## src/rtl/serial_subtractor_pkg.sv

```systemverilog
// Shared types and sizing helpers for the digit-serial subtractor.
// Latency: n/a (package only).
// Backpressure: n/a (package only).
package serial_subtractor_pkg;

  typedef enum logic [1:0] {
    IDLE = 2'd0,
    RUN  = 2'd1,
    DONE = 2'd2
  } state_t;

  localparam int WIDTH_DEF = 16;
  localparam int DIGIT_DEF = 4;

  // Number of digit slices needed to cover the full operand width.
  function automatic int ndig(input int width, input int digit);
    return width / digit;
  endfunction

  // Counter width for n slices; a single-slice build still gets a 1-bit counter.
  function automatic int cnt_w(input int n);
    return (n > 1) ? $clog2(n) : 1;
  endfunction

  localparam int NDIG  = ndig(WIDTH_DEF, DIGIT_DEF);
  localparam int CNT_W = cnt_w(NDIG);

endpackage

```

## src/rtl/serial_subtractor_digit_sub.sv

```systemverilog
// One DIGIT-bit slice of subtraction: d = x - y - bin, bo set on underflow.
// Latency: combinational.
// Backpressure: none; pure function of its inputs.
module digit_sub #(
  parameter int DIGIT = 4
) (
  input  logic [DIGIT-1:0] x,
  input  logic [DIGIT-1:0] y,
  input  logic             bin,
  output logic [DIGIT-1:0] d,
  output logic             bo
);

  logic [DIGIT:0] full;

  // One extra bit catches the borrow: a negative slice result wraps with its top bit set.
  assign full = {1'b0, x} - {1'b0, y} - {{DIGIT{1'b0}}, bin};
  assign d    = full[DIGIT-1:0];
  assign bo   = full[DIGIT];

endmodule

```

## src/rtl/serial_subtractor.sv

```systemverilog
// Digit-serial a - b, one DIGIT-bit slice per cycle LSB first, borrow rippled through a flop.
// Latency: NDIG cycles from accept to out_valid; one op per NDIG+2 cycles with out_ready high.
// Backpressure: result held in DONE until out_ready; in_ready low whenever not IDLE.
module serial_subtractor
  import serial_subtractor_pkg::*;
#(
  parameter int WIDTH = 16,
  parameter int DIGIT = 4
) (
  input  logic             clk,
  input  logic             rst_n,
  input  logic             in_valid,
  output logic             in_ready,
  input  logic [WIDTH-1:0] a,
  input  logic [WIDTH-1:0] b,
  output logic             out_valid,
  input  logic             out_ready,
  output logic [WIDTH-1:0] diff,
  output logic             bout,
  output logic             ovf
);

  // WIDTH must be a whole multiple of DIGIT; the slice count truncates otherwise.
  localparam int N  = ndig(WIDTH, DIGIT);
  localparam int CW = cnt_w(N);
  localparam logic [CW-1:0] LAST = CW'(N - 1);

  state_t           state;
  state_t           state_nxt;
  logic [WIDTH-1:0] a_sr;
  logic [WIDTH-1:0] b_sr;
  logic [WIDTH-1:0] diff_sr;
  logic [CW-1:0]    cnt;
  logic             borrow;
  logic             bout_q;
  logic             ovf_q;
  logic             a_msb;
  logic             b_msb;
  logic [DIGIT-1:0] slice_d;
  logic             slice_bo;
  logic             accept;
  logic             last_slice;

  assign accept     = in_valid && (state == IDLE);
  assign last_slice = (state == RUN) && (cnt == LAST);

  digit_sub #(.DIGIT(DIGIT)) u_digit_sub (
    .x   (a_sr[DIGIT-1:0]),
    .y   (b_sr[DIGIT-1:0]),
    .bin (borrow),
    .d   (slice_d),
    .bo  (slice_bo)
  );

  // State register; reset aborts any operation in flight.
  always_ff @(posedge clk or negedge rst_n) begin
    if (!rst_n) begin
      state <= IDLE;
    end else begin
      state <= state_nxt;
    end
  end

  // Next-state: accept in IDLE, walk NDIG slices in RUN, hand off in DONE.
  always_comb begin
    state_nxt = state;
    case (state)
      IDLE:    if (in_valid)   state_nxt = RUN;
      RUN:     if (last_slice) state_nxt = DONE;
      DONE:    if (out_ready)  state_nxt = IDLE;
      default: state_nxt = IDLE;
    endcase
  end

  // Datapath: capture operands on accept, then shift one slice per RUN cycle.
  always_ff @(posedge clk or negedge rst_n) begin
    if (!rst_n) begin
      a_sr    <= '0;
      b_sr    <= '0;
      diff_sr <= '0;
      cnt     <= '0;
      borrow  <= 1'b0;
      bout_q  <= 1'b0;
      ovf_q   <= 1'b0;
      a_msb   <= 1'b0;
      b_msb   <= 1'b0;
    end else if (accept) begin
      a_sr   <= a;
      b_sr   <= b;
      cnt    <= '0;
      borrow <= 1'b0;
      a_msb  <= a[WIDTH-1];
      b_msb  <= b[WIDTH-1];
    end else if (state == RUN) begin
      a_sr    <= a_sr >> DIGIT;
      b_sr    <= b_sr >> DIGIT;
      diff_sr <= WIDTH'({slice_d, diff_sr} >> DIGIT);
      borrow  <= slice_bo;
      cnt     <= cnt + CW'(1);
      if (last_slice) begin
        bout_q <= slice_bo;
        // Signed overflow: operands of opposite sign and the result sign differs from a.
        ovf_q  <= (a_msb != b_msb) && (slice_d[DIGIT-1] != a_msb);
      end
    end
  end

  assign in_ready  = (state == IDLE);
  assign out_valid = (state == DONE);
  assign diff      = diff_sr;
  assign bout      = bout_q;
  assign ovf       = ovf_q;

endmodule

```

## config.mk

```make
export PLATFORM = sky130hd
export DESIGN_NAME = serial_subtractor
export DESIGN_NICKNAME = d
export VERILOG_FILES = /design/src/rtl/serial_subtractor_pkg.sv /design/src/rtl/serial_subtractor_digit_sub.sv /design/src/rtl/serial_subtractor.sv
export SDC_FILE = /design/constraint.sdc
export NUM_CORES = 1
export LEC_CHECK = 0
export ABC_AREA = 1
export ABC_CLOCK_PERIOD_IN_PS = 5100
export CORE_UTILIZATION = 31
export CTS_CLUSTER_DIAMETER = 150
export DETAILED_ROUTE_END_ITERATION = 8
export GPL_TIMING_DRIVEN = 0
export HOLD_SLACK_MARGIN = 0.05
export PLACE_DENSITY = 0.55
export SLEW_MARGIN = 10
export SYNTH_ARGS = -nofsm -noshare
export SYNTH_HDL_FRONTEND = slang
export SYNTH_SLANG_ARGS = --single-unit
```

## constraint.sdc

```tcl
create_clock -name clk -period 5.1 [get_ports clk]
set_clock_uncertainty 0.1 [all_clocks]
set_input_delay 1.02 -clock clk [delete_from_list [all_inputs] [get_ports clk]]
set_output_delay 1.02 -clock clk [all_outputs]
set_load 0.01 [all_outputs]
```

After elaboration in Yosys (flattened, before gate mapping):

Index checks and enable logic that the tools add are counted.

* $add $sub $neg: 3
* $mul: 0
* div/mod/pow operators: 0
* magnitude comparators: 0
* eq/ne operators: 8
* shift operators: 0
* muxes and demuxes: 12
* bitwise operators: 1
* reductions and logical operators: 8

Operators with widths (number)
* $mux W16: 4
* $mux W2: 5
* $pmux W2 S3: 1
* $reduce_and A3 Y1: 2
* $sub A4 B4 Y5: 1
* $sub A5 B1 Y5: 1
* $eq A2 B2 Y1 const B: 2
* $ne A2 B2 Y1 const B: 2
* $logic_and A1 B1 Y1: 3
* $add A2 B1 Y2 const B: 1
* $eq A2 B1 Y1 const B: 1
* $logic_not A2 Y1: 1
* $mux W1: 2
* $ne A1 B1 Y1: 2
* $ne A2 B1 Y1 const B: 1
* $reduce_and A2 Y1: 1
* $reduce_bool A2 Y1: 1
* $not A1 Y1: 1

* flip-flop bits (word level): 57
* latch bits: 0
* RAM bits: 0
* memory bits (read-only): 0
* word-level logic and storage cells: 42
* memories kept: 0

Depth between registers and ports, before layout:

* depth in word-level cells: 4
* depth in mapped cells: 9
* mapped depth without buffers: 9

By module:

From an unflattened synthesis, not the netlist that was laid out.

* cell total of the unflattened synthesis: 305
* area, all modules: 2608.8 sq um

By module, submodules not included
* serial_subtractor: instances 1, cells each 270, area each 2378.5 sq um, sequential area each 1426.4 sq um
* digit_sub: instances 1, cells each 35, area each 230.2 sq um, sequential area each 0.0 sq um

Least setup slack after synthesis:

No wires, ideal clock.

* path kind: reg-to-reg
* start: register a_sr[0]
* end: register ovf_q, in the netlist ovf
* setup time: 0.117 ns
* data arrival time: 1.506 ns
* slack: 3.377 ns
* cell stages (with the launch flop): 9
* path buffers: 0
* clock period less this slack: 1.723 ns
* cells stage by stage: dfrtp_1 -> fa_1 -> ha_1 -> nand2_1 -> nand3_1 -> nand2_1 -> nand3_1 -> nand3_1 -> nand2_1

* longest elaborated chain between the ends: 4

Ends and longest elaborated chain
* start: declaration: line serial_subtractor.sv:30 `logic [WIDTH-1:0] a_sr;`
* start signal: assignment: line serial_subtractor.sv:95 `a_sr <= a_sr >> DIGIT;`
* $sub A4 B4 Y5: line serial_subtractor_digit_sub.sv:17 `assign full = {1'b0, x} - {1'b0, y} - {{DIGIT{1'b0}}, bin};`
* $sub A5 B1 Y5: line serial_subtractor_digit_sub.sv:17
* $ne A1 B1 Y1: line serial_subtractor.sv:103 `ovf_q <= (a_msb != b_msb) && (slice_d[DIGIT-1] != a_msb);`
* $logic_and A1 B1 Y1: line serial_subtractor.sv:103
* end signal: assignment: line serial_subtractor.sv:103
* end: declaration: line serial_subtractor.sv:36 `logic ovf_q;`

Every way passes these cells.
A chain may end at the register's enable or synchronous reset.

Final worst setup path:

* start: register state[0]
* end: output in_ready

* longest elaborated chain between the ends: 1

Ends and longest elaborated chain
* start: declaration: line serial_subtractor.sv:28 `state_t state;`
* start signal: assignment: line serial_subtractor.sv:60 `state <= state_nxt;`
* $logic_not A2 Y1: line serial_subtractor.sv:108 `assign in_ready = (state == IDLE);`
* end: declaration: line serial_subtractor.sv:13 `output logic in_ready,`

Every way passes these cells.

==> summary.txt <==
Cells after Synth: 282
Setup Buffers After CTS: 0
Ant. Diodes: 0
Die width: 93.47 µm
Pin count of the biggest net entering global routing: 58
Post-Route WL: 6115 µm
Max Fclk: 393.6 MHz
Hold Vio Cnt, Final: 0
CP required: 3980 ps
Synthesized cell area: 2594 µm²
Initial core utilization: 32.72%
Levels on crit path: 2
Cell Count, Final, Fillers Out: 455
Avg Cell Area, Syn: 9.198 µm²
Number of global-route vias before repair: 2136
Worst IR Drop VDD: 238.2 µV
WL/cell: 13.44 µm
Vias/cell: 4.510
# DRC: 0
Worst EP arrival: 1420 ps
Routed Antenna Nets: 0
Top-count cell post-synth: nand2_1
CTS Sinks: 57
Synth Register Bits: 57
Fin nets: 391
I/O pin count: 56
Top cells by area, synth: dfrtp_1 55%, nand2_1 13%, nand3_1 6.2%
H-tree Lvls: 3
Outcome: complete, no violations
Worst reg2reg path depth: 8
Worst setup margin: 2560 ps
Leak Pwr: 0.001669 µW
CP max stage delay: 550 ps
GRT Total Usage: 15.89%
Max Cap Viol: 0
Die height: 93.47 µm
CTS tree: built
CP Buf/Inv Count: 1
Setup Crit Path Kind: reg2out
Place WS: 2761 ps
Cell taking the most area after synthesis: dfrtp_1
Core Region: 7928 µm²
Clock Path Buffers: 2
Post-synth cell types: 25
TritonCTS Buffers: 9
Vias after detailed routing: 2052
Post_cts resized: 0
Final setup fails: 0
Final period utilization: 49.81%
CP cell instances: nor2_2 -> clkdlybuf4s50_1
Rel. slew slack: 51.63%
Unrepaired setup endpoints after global routing: false
Post-synth EDFFs: 0
Drt initial violations: 95
Clk root buf: clkbuf_8
Largest delay share family, worst path: buffers and inverters
Input/output buffers: 55
Post-synth top cells: 91 x nand2_1, 57 x dfrtp_1, 32 x nand3_1
Share of layout cells above drive strength 1: 13.60%
CTS Hold Buffers Added: 0
Slowest CP cell: clkdlybuf4s50_1
Critical-path maximum fanout: 4
Ys flop type: dfrtp_1
Core Rows: 32
Drt first pass iters: 4
Syn Nets: 325
Hold Path Stages: 1
Worst setup SP type: register
Placed insts: 439
Register area share after synthesis: 54.99%
Ys async rst share: 100.0%
GPL Wtd Cong: 0.8399
Grt total ovfl: 0
Tot Pwr: 2469 µW
Final min period: 2540 ps
Initial antenna violation count: 0
Max-slew violations: 0
Synth top area share: 54.99%
Skew-Pair Late Insertion Delay: 330 ps
Area grow syn2layout: 35.41%
Hold Path Class: reg2reg
Fillers: 802
Tightest Pin Transition: 725.5 ps
First-pass GRT wire length: 10410 µm
Flop-to-flop setup slack: 3200 ps
Clock-pin slew on the worst setup and hold paths: 70 ps
Warnings, synthesis: 0
Critical Path Sink Type: output pin
Die ar.: 8737 µm²
PwrDens: 703.1 nW/µm²
TNS Setup: 0 ps
Dpl hpwl: 4402 µm
[per-stage QoR]
stage / hold WS (ps) / area, µm² / utilization [%]
2_1_floorplan: 349.7 / 2594 / -
3_3_place_gp: 364.1 / 3272 / 41.27
3_5_place_dp: 366.6 / 3269 / 41.24
4_1_cts: 375.3 / 3512 / 44.30
5_1_grt: 416.9 / 3512 / 44.30
6_report: 376.6 / 3512 / 44.30
[power breakdown]
part | total [µW] | leakage (µW) | switching, µW | internal [µW]
Sequential | 780 | 0.000716 | 110 | 670
Clock | 517 | 0.000126 | 181 | 335
Combinational | 1170 | 0.000827 | 677 | 496
Total | 2470 | 0.00167 | 968 | 1500
[registers in the layout, indices dropped and copies added (netlist names)]
signal,count
a_msb,1
b_sr,16
bout,1
a_sr,16
ovf,1
diff,16
cnt,2
b_msb,1
borrow,1
state,2
[layout make-up]
class,count,area (µm²),area share [%]
Timing Repair Buffer,55,548.0,15.60
Clock inverter,6,105.1,2.993
Tap cell,102,127.6,3.634
Inverter,31,116.4,3.313
Buffer,14,90.09,2.565
Clock buffer,10,137.6,3.919
Multi-Input combinational cell,180,960.9,27.36
Sequential cell,57,1426,40.61
[path summary, 6_finish.rpt]
kind / startpoint / to
min in group asynchronous: rst_n / diff[13]$_DFFE_PN0P_
hold reg to reg: cnt[0]$_DFFE_PN0P_ / cnt[0]$_DFFE_PN0P_
setup / recovery: state[0]$_DFFE_PN0P_ / in_ready
max in group asynchronous: rst_n / a_sr[2]$_DFFE_PN0P_
hold / removal: cnt[0]$_DFFE_PN0P_ / cnt[0]$_DFFE_PN0P_
setup reg to reg: a_sr[0]$_DFFE_PN0P_ / ovf$_DFFE_PN0P_
[routing by layer]
layer | track usage [%] | up-vias | share of wire (%)
li1 | - | 1048 | -
met1 | 21.24 | 939 | 48
met2 | 24.82 | 56 | 45
met3 | 4.146 | 9 | 5.1
met4 | 5.641 | 0 | 1.6
met5 | 0 | - | 0
[cells in the final DEF (no fill, tap or decap), types with 5 or more instances in the layout]
master,Yosys,layout
ha_1,5,5
dfrtp_1,57,57
nand3_1,32,32
clkdlybuf4s50_1,0,54
o21ai_1,9,9
inv_1,28,28
buf_2,9,9
clkbuf_8,0,10
o21ai_0,5,5
o221ai_1,5,5
nand2_1,91,91
o211ai_2,8,8
[worst register-to-register path: cells and delay by family (launching register included)]
kind	cells	cell delay, ps
AND/OR/NAND/NOR	6	560
adder cells (fa/ha/maj)	2	730
flip-flops	1	410
[cells by family after synthesis]
logic type | Yosys count | share of synthesized area, %
AND/OR/NAND/NOR | 135 | 22.05
flip-flops | 57 | 54.99
buffers and inverters | 45 | 7.959
AO/OA/AOI/OAI | 38 | 11.05
adder cells (fa/ha/maj) | 7 | 3.956
Note: power is estimated with default switching activity, not from simulation.
